## config.mk

```make
export PLATFORM = sky130hd
export DESIGN_NAME = fetch_stage
export DESIGN_NICKNAME = d
export VERILOG_FILES = /design/src/rtl/fetch_stage.sv
export SDC_FILE = /design/constraint.sdc
export NUM_CORES = 1
export LEC_CHECK = 0
export CAP_MARGIN = 20
export CORE_MARGIN = 2
export CORE_UTILIZATION = 53
export CTS_CLUSTER_DIAMETER = 150
export DETAILED_ROUTE_END_ITERATION = 10
export GPL_ROUTABILITY_DRIVEN = 0
export HOLD_SLACK_MARGIN = 0.15
export PLACE_DENSITY = 0.95
export REMOVE_ABC_BUFFERS = 1
export SYNTH_ARGS = -nofsm -noshare
export SYNTH_HDL_FRONTEND = slang
export SYNTH_SLANG_ARGS = --single-unit
```

## constraint.sdc

```tcl
create_clock -name CLK -period 3.2 [get_ports CLK]
set_input_delay 0.96 -clock CLK [delete_from_list [all_inputs] [get_ports CLK]]
set_output_delay 0.96 -clock CLK [all_outputs]
set_load 0.005 [all_outputs]
```

## src/rtl/fetch_stage.sv

```systemverilog
`default_nettype none
// ============================================================================
// Module      : fetch_stage
// Description : Instruction-fetch stage of the pipelined MIPS core. Holds
//               the fetch PC, drives the instruction-memory request, and
//               owns the IF/ID pipeline register. It works with a
//               variable-latency instruction memory through a req/ready
//               handshake. While the memory has not responded, it inserts
//               bubbles into IF/ID. When an instruction returns while the
//               pipe is stalled, it parks that instruction in a one-entry
//               buffer.
// Revision    : 1.0 - initial release
// ----------------------------------------------------------------------------
// Ports
//   CLK          in   1   clock, rising edge
//   Reset        in   1   asynchronous active-low reset
//   PCWre        in   1   1 = PC may advance (hazard unit)
//   IFID_Stall   in   1   1 = hold IF/ID contents (hazard unit)
//   PCSrc        in   2   00 seq, 01 branch, 10 jump, 11 jr
//   BranchAddr   in  32   branch target
//   JumpAddr     in  32   jump target
//   JrAddr       in  32   register (jr) target
//   imem_req     out  1   fetch request
//   imem_addr    out 32   fetch address, word aligned
//   imem_rdata   in  32   instruction data, valid with imem_ready
//   imem_ready   in   1   response strobe for the current request
//   PC_IFID      out 32   PC of the instruction in IF/ID
//   PC4_IFID     out 32   PC+4 of the instruction in IF/ID
//   Instr_IFID   out 32   instruction in IF/ID
//   Valid_IFID   out  1   0 = bubble
//   Bubble_Cnt   out 32   cycles IF/ID took a bubble while waiting on imem
// ============================================================================
module fetch_stage #(
    parameter logic [31:0] RESET_PC  = 32'h0000_0000,
    parameter logic [31:0] NOP_INSTR = 32'h0000_0000
) (
    input  logic        CLK,
    input  logic        Reset,
    input  logic        PCWre,
    input  logic        IFID_Stall,
    input  logic [1:0]  PCSrc,
    input  logic [31:0] BranchAddr,
    input  logic [31:0] JumpAddr,
    input  logic [31:0] JrAddr,
    output logic        imem_req,
    output logic [31:0] imem_addr,
    input  logic [31:0] imem_rdata,
    input  logic        imem_ready,
    output logic [31:0] PC_IFID,
    output logic [31:0] PC4_IFID,
    output logic [31:0] Instr_IFID,
    output logic        Valid_IFID,
    output logic [31:0] Bubble_Cnt
);

    // ------------------------------------------------------------------
    // State encoding
    // ------------------------------------------------------------------
    localparam logic [0:0] S_REQ  = 1'b0;   // request outstanding
    localparam logic [0:0] S_HOLD = 1'b1;   // instruction parked in hold_buf

    localparam logic [1:0] c_SRC_SEQ    = 2'b00;
    localparam logic [1:0] c_SRC_BRANCH = 2'b01;
    localparam logic [1:0] c_SRC_JUMP   = 2'b10;

    localparam logic [31:0] c_PC_STEP   = 32'd4;
    localparam logic [31:0] c_CNT_MAX   = 32'hFFFF_FFFF;

    // ------------------------------------------------------------------
    // Registers
    // ------------------------------------------------------------------
    logic [0:0]  r_state;
    logic [31:0] r_fetch_pc;
    logic        r_drop;        // the outstanding response belongs to a dead path
    logic [31:0] r_redir_pc;    // where to resume once that response is dropped
    logic [31:0] r_hold_buf;
    logic [31:0] r_pc_ifid;
    logic [31:0] r_pc4_ifid;
    logic [31:0] r_instr_ifid;
    logic        r_valid_ifid;
    logic [31:0] r_bubble_cnt;

    // ------------------------------------------------------------------
    // Combinational control
    // ------------------------------------------------------------------
    logic        w_stall;
    logic        w_redirect;
    logic [31:0] w_target_raw;
    logic [31:0] w_target;
    logic [31:0] w_pc_plus4;

    // A stalled ID instruction has not really been decoded yet, so its
    // PCSrc must not redirect. The stall therefore masks the redirect.
    assign w_stall    = IFID_Stall | ~PCWre;
    assign w_redirect = (PCSrc != c_SRC_SEQ) & ~w_stall;

    always_comb begin
        w_target_raw = JrAddr;
        case (PCSrc)
            c_SRC_BRANCH: w_target_raw = BranchAddr;
            c_SRC_JUMP:   w_target_raw = JumpAddr;
            default:      w_target_raw = JrAddr;
        endcase
    end

    // Targets are forced to a word boundary.
    assign w_target   = {w_target_raw[31:2], 2'b00};
    // 32-bit modulo arithmetic: 0xFFFFFFFC + 4 wraps to 0.
    assign w_pc_plus4 = r_fetch_pc + c_PC_STEP;

    // ------------------------------------------------------------------
    // Outputs
    // ------------------------------------------------------------------
    // imem_addr comes straight from r_fetch_pc. The address only changes
    // on a response or in S_HOLD, so it stays stable while a request is
    // waiting for ready.
    assign imem_req   = (r_state == S_REQ);
    assign imem_addr  = r_fetch_pc;
    assign PC_IFID    = r_pc_ifid;
    assign PC4_IFID   = r_pc4_ifid;
    assign Instr_IFID = r_instr_ifid;
    assign Valid_IFID = r_valid_ifid;
    assign Bubble_Cnt = r_bubble_cnt;

    // ------------------------------------------------------------------
    // Fetch state machine and IF/ID register
    // ------------------------------------------------------------------
    always_ff @(posedge CLK or negedge Reset) begin
        if (!Reset) begin
            r_state      <= S_REQ;
            r_fetch_pc   <= RESET_PC;
            r_drop       <= 1'b0;
            r_redir_pc   <= RESET_PC;
            r_hold_buf   <= 32'h0;
            r_pc_ifid    <= 32'h0;
            r_pc4_ifid   <= 32'h0;
            r_instr_ifid <= NOP_INSTR;
            r_valid_ifid <= 1'b0;
            r_bubble_cnt <= 32'h0;
        end else begin
            case (r_state)
                S_REQ: begin
                    if (imem_ready) begin
                        if (r_drop || w_redirect) begin
                            // The returned word is from an abandoned path.
                            // When a fresh redirect arrives together with a
                            // pending drop, the fresh target is newer and wins.
                            r_fetch_pc   <= w_redirect ? w_target : r_redir_pc;
                            r_drop       <= 1'b0;
                            r_instr_ifid <= NOP_INSTR;
                            r_valid_ifid <= 1'b0;
                        end else if (!w_stall) begin
                            r_pc_ifid    <= r_fetch_pc;
                            r_pc4_ifid   <= w_pc_plus4;
                            r_instr_ifid <= imem_rdata;
                            r_valid_ifid <= 1'b1;
                            r_fetch_pc   <= w_pc_plus4;
                        end else begin
                            // Memory delivered but ID cannot accept: park the
                            // word and stop requesting until the stall clears.
                            r_hold_buf   <= imem_rdata;
                            r_state      <= S_HOLD;
                        end
                    end else begin
                        if (w_redirect) begin
                            // The request cannot be withdrawn, so it stays on
                            // the old address. Remember to discard its data.
                            r_drop       <= 1'b1;
                            r_redir_pc   <= w_target;
                            r_instr_ifid <= NOP_INSTR;
                            r_valid_ifid <= 1'b0;
                        end else if (!w_stall) begin
                            r_instr_ifid <= NOP_INSTR;
                            r_valid_ifid <= 1'b0;
                            if (r_bubble_cnt != c_CNT_MAX) begin
                                r_bubble_cnt <= r_bubble_cnt + 32'd1;
                            end
                        end
                    end
                end

                S_HOLD: begin
                    if (!w_stall) begin
                        if (w_redirect) begin
                            r_fetch_pc   <= w_target;
                            r_instr_ifid <= NOP_INSTR;
                            r_valid_ifid <= 1'b0;
                        end else begin
                            r_pc_ifid    <= r_fetch_pc;
                            r_pc4_ifid   <= w_pc_plus4;
                            r_instr_ifid <= r_hold_buf;
                            r_valid_ifid <= 1'b1;
                            r_fetch_pc   <= w_pc_plus4;
                        end
                        r_state <= S_REQ;
                    end
                end

                default: begin
                    r_state <= S_REQ;
                end
            endcase
        end
    end

endmodule
`default_nettype wire

```

==> impl_metrics.py <==
metrics = {
    "final_layout": {
        "nets": 1550,
        "layout_common_cells": "289 x clkdlybuf4s50_1, 225 x dfrtp_1, 224 x nand2_1",
        "mostFrequentLayoutCell": "clkdlybuf4s50_1",
        "multi_input_area_sq_mm": 0.00497,
        "regArea_sq_mm": 0.00563,
        "area_growth_pct": 37.9,
        "n_fill_cell": 1268,
        "fin_util": 0.745,
        "drive_above_1_share": 0.0954,
    },
    "drt": {
        "drc": 0,
        "num_vias": 10500,
        "first_pass_iters": 6,
        "postRouteAntennaNets": 0,
        "first_iter_violations": 1056,
        "routedWlPerCell_um": 20.9,
        "wl_mm": 35.4,
        "vias_per_cell": 6.18,
    },
    "floorplanning": {
        "die_h_um": 148,
        "io_pins": 297,
        "design.die.area_sq_mm": 0.0219,
        "start_util": 0.540,
        "rows": 52,
        "die_x_um": 148,
        "core_area_sq_mm": 0.0203,
    },
    "sta": {
        "finalCritPeriodShare": 0.909,
        "final_max_slew_viol_count": 0,
        "finalSetupViolCount": 0,
        "holdWs_ns": 0.406,
        "hold_violations": 0,
        "tightest_slew_ns": 1.03,
        "relSlewSlack": 0.309,
        "layout_setup_ws_ns": 0.290,
        "clock_skew_ns": 0.0244,
        "max_freq_mhz": 344,
        "period_minus_slack_ns": 2.91,
        "rsz0062_at_grt": "no",
    },
    "clock_network": {
        "cts_tree": "built",
        "clkTransAtPathRegs_ns": 0.06,
        "cts_hold_buf": 0,
        "cts.sinks": 225,
        "clk_latency_ns": 0.53,
        "cts.path.max_buffers": 3,
        "htree_levels": 1,
        "postCtsSetupBuffers": 0,
        "cts_resized": 0,
        "cts_buffers": 24,
        "cts-root-buf": "clkbuf_16",
    },
    "synth": {
        "ys_seq_elements": 225,
        "yosysWarnings": 0,
        "synthFlopType": "dfrtp_1",
        "synth_cells": 1142,
        "netlist_area_sq_mm": 0.0110,
        "synthDistinctLibCells": 70,
        "syn_area_per_cell_sq_um": 9.60,
        "synth_edf_count": 0,
        "ys_async_sr_fraction": 1.00,
        "yosysSeqAreaShare": 0.513,
    },
    "worst_setup_path": {
        "cp.required_ns": 2.24,
        "r2r_cells": 6,
        "path_max_fanout": 8,
        "r2r_setup_slack_ns": 0.46,
        "path_class": "reg -> out",
        "critPathCaptureType": "primary output",
        "r2r_end": "imem_addr[28]",
        "worst_ep_arrival_time_ns": 1.95,
        "r2r-start": "imem_addr[3]",
        "crit_path_start_kind": "register",
    },
    "placed_design": {
        "place_ws_ns": -0.0282,
        "place_hpwl_mm": 24.1,
        "port_buffers": 290,
    },
    "global_route": {
        "antenna_found_initial": 1,
        "grt_pass1_wl_mm": 55.5,
        "grt_max_degree": 77,
        "gr-total-overflow": 0,
        "grt_pass1_vias": 10300,
        "grtUsageTotal": 0.316,
    },
    "status": {
        "status": "finished clean",
    },
    "flow_run": {
        "drv_cap": 0,
    },
    "power_and_ir_drop": {
        "power.leakage_nw": 6.41,
        "ir_drop_v": 0.000450,
        "power_density_mw_per_mm2": 732,
        "total_power_mw": 11.1,
    },
    "hold_path": {
        "hp-class": "in -> async",
    },
}
-- through the flow --
| step | TNS (ns) | instances | area (sq um) |
|---|---|---|---|
| 4_1_cts | 0 | 1695 | 15100 |
| 2_1_floorplan | -79.97 | 1054 | 10600 |
| 3_3_place_gp | 0 | 1654 | 14300 |
| 3_5_place_dp | -0.101 | 1654 | 14300 |
| 5_1_grt | 0 | 1696 | 15100 |
| 6_report | 0 | 1696 | 15100 |
-- state kept, by name (all words and copies together), names as in the netlist --
name	flops
Bubble_Cnt	32
Instr_IFID	32
PC4_IFID	30
r_redir_pc	32
imem_addr	32
Valid_IFID	1
r_state	1
r_drop	1
r_hold_buf	32
PC_IFID	32
-- synth_stat cells, drive strengths merged (7+ instances only) --
| master | number | area share |
|---|---|---|
| a211oi | 19 | 0.013 |
| a21o | 11 | 0.0075 |
| a21oi | 23 | 0.010 |
| a221o | 8 | 0.0073 |
| a22oi | 58 | 0.040 |
| and3 | 12 | 0.0068 |
| and4 | 7 | 0.0056 |
| buf | 23 | 0.010 |
| clkbuf | 65 | 0.022 |
| dfrtp | 225 | 0.51 |
| inv | 13 | 0.0045 |
| mux2 | 36 | 0.037 |
| nand2 | 225 | 0.077 |
| nand3 | 41 | 0.019 |
| nand4 | 28 | 0.018 |
| nor2 | 46 | 0.016 |
| nor3 | 12 | 0.0059 |
| nor4 | 11 | 0.011 |
| o211ai | 7 | 0.0048 |
| o21ai | 129 | 0.059 |
| xnor2 | 41 | 0.033 |
| xor2 | 14 | 0.011 |
-- power by group --
part | internal (mW) | switching (mW) | leakage [nW]
Sequential | 3.76 | 0.899 | 2.82
Combinational | 2.03 | 1.57 | 3.20
Clock | 1.68 | 1.14 | 0.388
Total | 7.46 | 3.61 | 6.41
-- cells by family after synthesis --
logic type / count (synthesis) / share of synthesized area
buffers and inverters: 102 / 0.0371
multiplexers: 40 / 0.0406
flip-flops: 225 / 0.513
AND/OR/NAND/NOR: 412 / 0.180
XOR/XNOR: 55 / 0.0439
adder cells (fa/ha/maj): 5 / 0.00571
AO/OA/AOI/OAI: 303 / 0.180
-- cell type report --
class,count,area share
Sequential cell,225,0.372
Multi-Input combinational cell,815,0.328
Timing Repair Buffer,330,0.220
Clock buffer,35,0.0464
Tap cell,270,0.0223
Clock inverter,6,0.00621
Inverter,14,0.00348
Antenna cell,1,0.000166
-- critical path, stage by stage (launching register included) --
cell and delay [ns]:
dfrtp_1 0.52, clkinv_1 0.34, clkdlybuf4s50_1 0.56
-- worst max-delay path by stage --
stage | from | endpoint | slack (ns) | cells past startpoint
6_report | r_state | imem_req | 0.29 | 2
5_1_grt | PCSrc[0] | imem_addr[18] | 0.27 | 9
4_1_cts | r_state | imem_req | 0.31 | 2
3_5_place_dp | PCSrc[1] | imem_addr[11] | -0.03 | 9
3_3_place_gp | PCSrc[0] | imem_addr[18] | 0.04 | 8
2_1_floorplan | PCWre | imem_addr[29] | -1.45 | 4
-- per-layer routing --
| metal | share of wire | GRT usage |
|---|---|---|
| met1 | 0.36 | 0.394 |
| met2 | 0.49 | 0.533 |
| met4 | 0.049 | 0.139 |
| met5 | 0 | 0 |
| met3 | 0.099 | 0.0685 |
Power figures use the tool's default switching activity.
